`src/rtl/tdm_demux_pkg.sv`:
```
// Shared definitions for the TDM link: receive FSM encoding and slot helpers.
// The last-slot helper is also used by the transmit-side sequencer.
package tdm_demux_pkg;

  typedef enum logic {
    HUNT = 1'b0,
    RUN  = 1'b1
  } state_t;

  localparam int DEFAULT_CHANNELS = 4;

  function automatic int last_slot(input int channels);
    return channels - 1;
  endfunction

  localparam int DEFAULT_LAST_SLOT = last_slot(DEFAULT_CHANNELS);

endpackage

```
`src/rtl/tdm_demux_slot_counter.sv`:
```
// Slot position counter for the TDM receiver.
// It wraps explicitly at the last slot, so non-power-of-two frames never visit unused codes.
module slot_counter
  import tdm_demux_pkg::*;
#(
  parameter int SLOT_W   = 2,
  parameter int CHANNELS = 4
) (
  input  logic              clk,
  input  logic              rst,
  input  logic              en,
  input  logic              load1,
  input  logic              clear,
  output logic [SLOT_W-1:0] slot
);

  localparam logic [SLOT_W-1:0] LAST = SLOT_W'(last_slot(CHANNELS));

  // Priority: clear (sync lost), then load1 (sample 0 just taken), then advance.
  always_ff @(posedge clk or posedge rst) begin
    if (rst) begin
      slot <= '0;
    end else if (clear) begin
      slot <= '0;
    end else if (load1) begin
      slot <= SLOT_W'(1);
    end else if (en) begin
      slot <= (slot == LAST) ? '0 : slot + 1'b1;
    end
  end

endmodule

```
`src/rtl/tdm_demux.sv`:
```
// Receive end of the TDM link: locks onto frame sync, stages samples per slot,
// and presents each complete frame on dout with a one-cycle frame_valid pulse.
module tdm_demux
  import tdm_demux_pkg::*;
#(
  parameter int WIDTH    = 1,
  parameter int CHANNELS = 4,
  parameter int SLOT_W   = 2
) (
  input  logic                      clk,
  input  logic                      rst,
  input  logic [WIDTH-1:0]          din,
  input  logic                      sync,
  input  logic                      en,
  output logic [CHANNELS*WIDTH-1:0] dout,
  output logic [SLOT_W-1:0]         slot,
  output logic                      frame_valid,
  output logic                      locked,
  output logic                      sync_err
);

  localparam logic [SLOT_W-1:0] LAST = SLOT_W'(last_slot(CHANNELS));

  state_t state, state_next;

  logic start_sample;
  logic advance;
  logic early_sync;
  logic missing_sync;
  logic frame_done;

  // The last sample bypasses staging and lands directly in dout, so only CHANNELS-1 entries are kept.
  logic [WIDTH-1:0]          staging [CHANNELS-1];
  logic [CHANNELS*WIDTH-1:0] frame_word;

  always_comb begin
    start_sample = en && sync;
    advance      = en && !sync && (state == RUN) && (slot != '0);
    early_sync   = en && sync && (state == RUN) && (slot != '0);
    missing_sync = en && !sync && (state == RUN) && (slot == '0);
    frame_done   = advance && (slot == LAST);
  end

  slot_counter #(
    .SLOT_W   (SLOT_W),
    .CHANNELS (CHANNELS)
  ) u_slot_counter (
    .clk   (clk),
    .rst   (rst),
    .en    (advance),
    .load1 (start_sample),
    .clear (missing_sync),
    .slot  (slot)
  );

  always_ff @(posedge clk or posedge rst) begin
    if (rst) begin
      state <= HUNT;
    end else begin
      state <= state_next;
    end
  end

  always_comb begin
    state_next = state;
    case (state)
      HUNT:    if (start_sample) state_next = RUN;
      RUN:     if (missing_sync) state_next = HUNT;
      default: state_next = HUNT;
    endcase
  end

  always_comb begin
    locked = (state == RUN);
  end

  always_ff @(posedge clk or posedge rst) begin
    if (rst) begin
      for (int k = 0; k < CHANNELS - 1; k++) begin
        staging[k] <= '0;
      end
    end else begin
      for (int k = 0; k < CHANNELS - 1; k++) begin
        if ((start_sample && k == 0) || (advance && slot == SLOT_W'(k))) begin
          staging[k] <= din;
        end
      end
    end
  end

  always_comb begin
    frame_word = '0;
    for (int k = 0; k < CHANNELS - 1; k++) begin
      frame_word[k*WIDTH +: WIDTH] = staging[k];
    end
    frame_word[(CHANNELS-1)*WIDTH +: WIDTH] = din;
  end

  // dout only ever changes on a complete frame, so it never exposes a partial one.
  always_ff @(posedge clk or posedge rst) begin
    if (rst) begin
      dout        <= '0;
      frame_valid <= 1'b0;
      sync_err    <= 1'b0;
    end else begin
      if (frame_done) begin
        dout <= frame_word;
      end
      frame_valid <= frame_done;
      sync_err    <= early_sync || missing_sync;
    end
  end

endmodule

```
`config.mk`:
```
export PLATFORM = sky130hd
export DESIGN_NAME = tdm_demux
export DESIGN_NICKNAME = d
export VERILOG_FILES = /design/src/rtl/tdm_demux_pkg.sv /design/src/rtl/tdm_demux_slot_counter.sv /design/src/rtl/tdm_demux.sv
export SDC_FILE = /design/constraint.sdc
export NUM_CORES = 1
export LEC_CHECK = 0
export CAP_MARGIN = 10
export CORE_AREA = 2 2 39 41
export CTS_BUF_LIST = sky130_fd_sc_hd__clkbuf_4 sky130_fd_sc_hd__clkbuf_8
export DETAILED_ROUTE_END_ITERATION = 8
export DIE_AREA = 0 0 41 43
export PLACE_DENSITY_LB_ADDON = 0.1
export RECOVER_POWER = 100
export SLEW_MARGIN = 30
export SYNTH_ARGS = -nofsm -noshare
export SYNTH_HDL_FRONTEND = slang
export SYNTH_SLANG_ARGS = --single-unit
```
`constraint.sdc`:
```
create_clock -name clk -period 1.8 [get_ports clk]
set_clock_uncertainty 0.1 [all_clocks]
set_input_delay 0.18 -clock clk [delete_from_list [all_inputs] [get_ports clk]]
set_output_delay 0.18 -clock clk [all_outputs]
set_load 0.005 [all_outputs]
```
=== Yosys cells after proc, flatten, opt, wreduce, memory -nomap -nowiden ===
Cells that the tools add are included.

* Add/sub/neg operators: 1
* Eq/ne operators: 3
* Mux-type cells: 7
* Bitwise operators: 1
* Reductions and logical operators: 17

{| class="wikitable"
|+ Operators with widths
! kind !! count
|-
| logical AND 1 bit || 11
|-
| two-way mux 2 bit || 4
|-
| == test 2 bit (second input constant) || 2
|-
| nonzero test 3 bit || 1
|-
| adder 2 x 1 -> 2 bit (second input constant) || 1
|-
| == test 2 x 1 -> 1 bit (second input constant) || 1
|-
| logical NOT 2 bit || 1
|-
| logical OR 1 bit || 2
|-
| two-way mux 1 bit || 2
|-
| one-hot mux 1 bit (2 select lines) || 1
|-
| nonzero test 2 bit || 1
|-
| logical NOT 1 bit || 1
|-
| NOT 1 bit || 1
|}

* Register bits after elaboration: 12
* Input bits: 5
* Output and inout bits: 9
* Logic and storage cells: 37

=== Longest topological paths before layout ===
* Depth in word-level cells: 7
* Mapped depth: 5
* Mapped depth without buffers: 5

=== Cells and area by module ===
A second synthesis with hierarchy kept.

* Cells, all modules: 41
* Area total of the unflattened synthesis: 546.8 um^2

{| class="wikitable"
|+ Modules (own cells, without submodules)
! module !! instances !! cells each !! area an instance (um^2) !! seq. area each (um^2)
|-
| tdm_demux || 1 || 31 || 440.4 || 250.2
|-
| slot_counter || 1 || 10 || 106.4 || 50.0
|}

=== Least setup slack after synthesis ===
No wires, ideal clock.

* Kind: reg2reg
* Start: reg u_slot_counter.slot[0]
* End: reg dout[0]
* Library setup time: 125 ps
* Data arrival time: 1465 ps
* Data required time: 1575 ps
* Setup slack: 110 ps
* Cell stages (with the launch flop): 6
* Buffers on the path: 0
* Clock period less this slack: 1690 ps
* Path through: dfrtp_1 -> inv_1 -> ha_1 -> and4bb_4 -> nand2_4 -> mux2_4

* Word-level cells in the longest chain between the ends: 3
* Elaborated cells on any way between the ends: 4
* Those cells by class: 1 x eq/ne; 3 x reduce/logical

{| class="wikitable"
|+ Ends and longest elaborated chain
! item !! RTL line !! text
|-
| from (decl) || tdm_demux_slot_counter.sv:14 || <nowiki>output logic [SLOT_W-1:0] slot</nowiki>
|-
| from (signal assigned) || tdm_demux_slot_counter.sv:28 || <nowiki>slot <= (slot == LAST) ? '0 : slot + 1'b1;</nowiki>
|-
| nonzero test 2 bit || tdm_demux.sv:38 || <nowiki>advance = en && !sync && (state == RUN) && (slot != '0);</nowiki>
|-
| logical AND 1 bit || tdm_demux.sv:38 ||
|-
| logical AND 1 bit * || tdm_demux.sv:41 || <nowiki>frame_done = advance && (slot == LAST);</nowiki>
|-
| to (signal assigned) || tdm_demux.sv:107 || <nowiki>dout <= frame_word;</nowiki>
|-
| to (decl) || tdm_demux.sv:15 || <nowiki>output logic [CHANNELS*WIDTH-1:0] dout,</nowiki>
|}

Mark *: on every way between the ends. The rest lies on a longest branch, timed or not.
A chain may end at the register's enable or synchronous reset.

=== Final worst setup path ===
* Start: reg u_slot_counter.slot[1]
* End: reg dout[3]

Same word-level chain as after synthesis.

==> impl_metrics.csv <==
group,metric,value,unit
die,floorplan.die.width,41,µm
worst_setup_path,regToRegStartpoint,"u_slot_counter.slot[1]$_DFFE_PP0P_",
status,outcome,"finished, final reports clean",
cts,post_cts.repair.setup_buffers,0,
worst_setup_path,critical_path.reg2reg.endpoint,"dout[3]$_DFFE_PP0P_",
finish,fillers,134,
die,die_area,0.00176,mm²
sta,setup_viol,0,
routing,detail_route.wirelength,1.02,mm
global_route,grt_max_degree,13,
finish,area_used_by_multi_input_combinational_logic,243,µm²
cts,tritoncts,"done",
hold_path,worst_hold_path_type,"in -> async",
sta,timing.max_slew.rel_slack,0.701,
routing,drt_iter0_drc,0,
global_route,gr-total-overflow,0,
finish,fraction_of_final_layout_cells_with_drive_strength_greater_than_1,0.188,
cts,insertion_delay,0.26,ns
cts,tritoncts_num_sinks,12,
sta,fin_crit_sh,0.924,
worst_setup_path,r2r_setup_slack,0.14,ns
logic_synthesis,nets_in_the_synthesized_netlist,53,
logic_synthesis,ys_seq_elements,12,
cts,cts-buffers-inserted,3,
logic_synthesis,area_fraction_of_the_dominant_cell_type_after_synthesis,0.527,
sta,timing.final.crit_period,1.66,ns
placed_design,placed_cells,77,
routing,via_per_inst,4.81,
sta,achievable-frequency,601,MHz
placed_design,port_buffers,13,
finish,fin_nets,75,
cts,maximum_buffer_depth_of_the_clock_tree,2,
global_route,grt_pass1_wl,1.74,mm
power,power_density,1220,mW/mm²
finish,seqCellArea,300,µm²
worst_setup_path,startpoint_type,"flop",
routing,drt_pass1_iterations,1,
worst_setup_path,cp.arrival,1.71,ns
cts,clock_tree.root_cell,"sky130_fd_sc_hd__clkbuf_4",
routing,wire_length_per_cell_after_detailed_routing,12.8,µm
power,leakage_power_total,0.404,nW
global_route,antenna_found_initial,0,
die,die_y,43,µm
worst_setup_path,worstSetupEndpointType,"flop",
cts,htree_num_levels,1,
global_route,first_global_vias,425,
power,worst_voltage_drop_across_the_vdd_grid,484,µV
routing,num_vias,385,
logic_synthesis,synth_cell_count_leaders,"12 x sky130_fd_sc_hd__dfrtp_1, 7 x sky130_fd_sc_hd__nand2_1, 5 x sky130_fd_sc_hd__inv_1",
logic_synthesis,synth_top_area_cell,"sky130_fd_sc_hd__dfrtp_1",
worst_setup_path,criticalPathCategory,"reg -> reg",
logic_synthesis,synth-seq-area-share,0.527,
cts,cts.repair.resized,0,
logic_synthesis,synth_cell_types,16,
finish,post_layout_nonfiller_instances,80,
run,maxCapViolCount,0,
logic_synthesis,avg_inst_size_synth,12.9,µm²
logic_synthesis,ys_async_sr_fraction,1.00,
logic_synthesis,netlist_area,569,µm²
sta,report.final.hold_viol_count,0,
finish,num_antenna_cells,0,
routing,drt_drc_violations_left,0,
worst_setup_path,required,1.84,ns
die,initial_utilization,0.411,
sta,unrepaired_setup_endpoints_after_global_routing,"no",
die,placementRows,14,
logic_synthesis,synthesis.instances,44,
logic_synthesis,dominantRegCellSynth,"sky130_fd_sc_hd__dfrtp_1",
routing,detail-route-antenna-nets,0,
logic_synthesis,synth-edff-count,0,
cts,post_cts_hold_buffer_count,0,
die,core_region_area,0.00138,mm²
logic_synthesis,post-synth-top-count-cell,"sky130_fd_sc_hd__dfrtp_1",
finish,layout-area-overhead-vs-synth,33.6,%
worst_setup_path,timing.reg2reg.worst_path_depth,5,
sta,setup_tns,0,ns
logic_synthesis,yosysWarningCount,0,
global_route,global_route.usage.total,0.151,
cts,clk_pin_slew,0.07,ns
logic_synthesis,ys_top_cells_by_area,"sky130_fd_sc_hd__dfrtp_1 53%, sky130_fd_sc_hd__mux2_4 11%, sky130_fd_sc_hd__ha_1 8.8%",
die,top_level_ports,14,
placed_design,routabilityCongestion,0.685,
worst_setup_path,crit_fanout,5,
sta,max_slew.worst_pin.slew,0.447,ns
sta,slew_violations,0,
placed_design,hpwlAfterDp,839,µm
-- where the power goes --
part           switching, mW  internal, mW  leakage, nW
combinational          0.147         0.214        0.236
sequential            0.0553         0.355        0.154
clock                 0.0762        0.0771       0.0138
total                  0.279         0.646        0.404
-- kinds of logic (layout without fill, tap and decap cells) --
group / after synthesis / in the layout / share of synthesized area
mux: 7 / 7 / 0.165
xor+xnor: 1 / 1 / 0.0154
compound gates: 4 / 4 / 0.0549
simple gates: 11 / 11 / 0.116
fa+ha+maj: 4 / 4 / 0.0879
flops: 12 / 12 / 0.527
buf+inv: 5 / 25 / 0.0330
-- worst max-delay path by stage --
stage                                     end  depth (start not counted)                               start  slack [ns]
global route              dout[3]$_DFFE_PP0P_                          5  u_slot_counter.slot[1]$_DFFE_PP0P_        0.03
global placement    frame_word[1]$_DFFE_PP0P_                          5  u_slot_counter.slot[1]$_DFFE_PP0P_        0.20
CTS                       dout[2]$_DFFE_PP0P_                          5  u_slot_counter.slot[1]$_DFFE_PP0P_        0.13
finish                    dout[3]$_DFFE_PP0P_                          5  u_slot_counter.slot[1]$_DFFE_PP0P_        0.14
floorplan                 dout[0]$_DFFE_PP0P_                          5  u_slot_counter.slot[0]$_DFFE_PP0P_        0.11
detailed placement  frame_word[1]$_DFFE_PP0P_                          5  u_slot_counter.slot[1]$_DFFE_PP0P_        0.14
-- per-stage QoR --
step           cell area (µm²)   util  hold WS (ns)  setup WS (ns)  total power, mW
6_report                   761  0.550         0.256          0.136            0.925
5_1_grt                    761  0.550         0.292         0.0312             1.02
3_3_place_gp               749  0.542         0.389          0.196            0.828
2_1_floorplan              569      -       -0.0553          0.110            0.623
3_5_place_dp               749  0.542         0.387          0.142            0.837
4_1_cts                    772  0.558         0.130          0.130            0.993
-- final cells by class --
cell class,count,area share
tap,16,0.0263
sequential,12,0.395
timing repair buffer,17,0.206
inverter,5,0.0247
multi-input combinational,27,0.319
clock buffer,3,0.0296
-- cells in the final DEF, fill, tap and decap left out --
master	n
sky130_fd_sc_hd__mux2_2	1
sky130_fd_sc_hd__o32a_2	1
sky130_fd_sc_hd__clkbuf_1	1
sky130_fd_sc_hd__dlygate4sd3_1	11
sky130_fd_sc_hd__nand2_1	7
sky130_fd_sc_hd__inv_1	5
sky130_fd_sc_hd__nor4b_1	1
sky130_fd_sc_hd__mux2_4	2
sky130_fd_sc_hd__o21ai_0	1
sky130_fd_sc_hd__mux2_1	4
sky130_fd_sc_hd__and4bb_4	1
sky130_fd_sc_hd__buf_4	3
sky130_fd_sc_hd__a22o_1	1
sky130_fd_sc_hd__nor2_1	1
sky130_fd_sc_hd__clkdlybuf4s50_1	2
sky130_fd_sc_hd__ha_1	4
sky130_fd_sc_hd__nand2_4	1
sky130_fd_sc_hd__xnor2_1	1
sky130_fd_sc_hd__dfrtp_1	12
sky130_fd_sc_hd__clkbuf_4	3
sky130_fd_sc_hd__o22ai_1	1
-- sequential cells by signal, indices dropped and copies added (netlist names) --
register	cells
locked	1
sync_err	1
frame_word	3
dout	4
u_slot_counter.slot	2
frame_valid	1
-- critical path: stages (launching register included) --
cell and delay (ns):
sky130_fd_sc_hd__dfrtp_1 0.39, sky130_fd_sc_hd__inv_1 0.10, sky130_fd_sc_hd__ha_1 0.19, sky130_fd_sc_hd__and4bb_4 0.36, sky130_fd_sc_hd__nand2_4 0.08, sky130_fd_sc_hd__mux2_1 0.32
-- layer usage --
layer / vias to the layer above / GRT usage / routed length (µm)
li1: 187 / - / -
met1: 183 / 0.189 / 440
met2: 13 / 0.231 / 511
met3: 2 / 0.0471 / 65
met4: 0 / 0.0600 / 5
met5: - / 0 / 0
No activity file was read; power rests on OpenSTA's default activity.
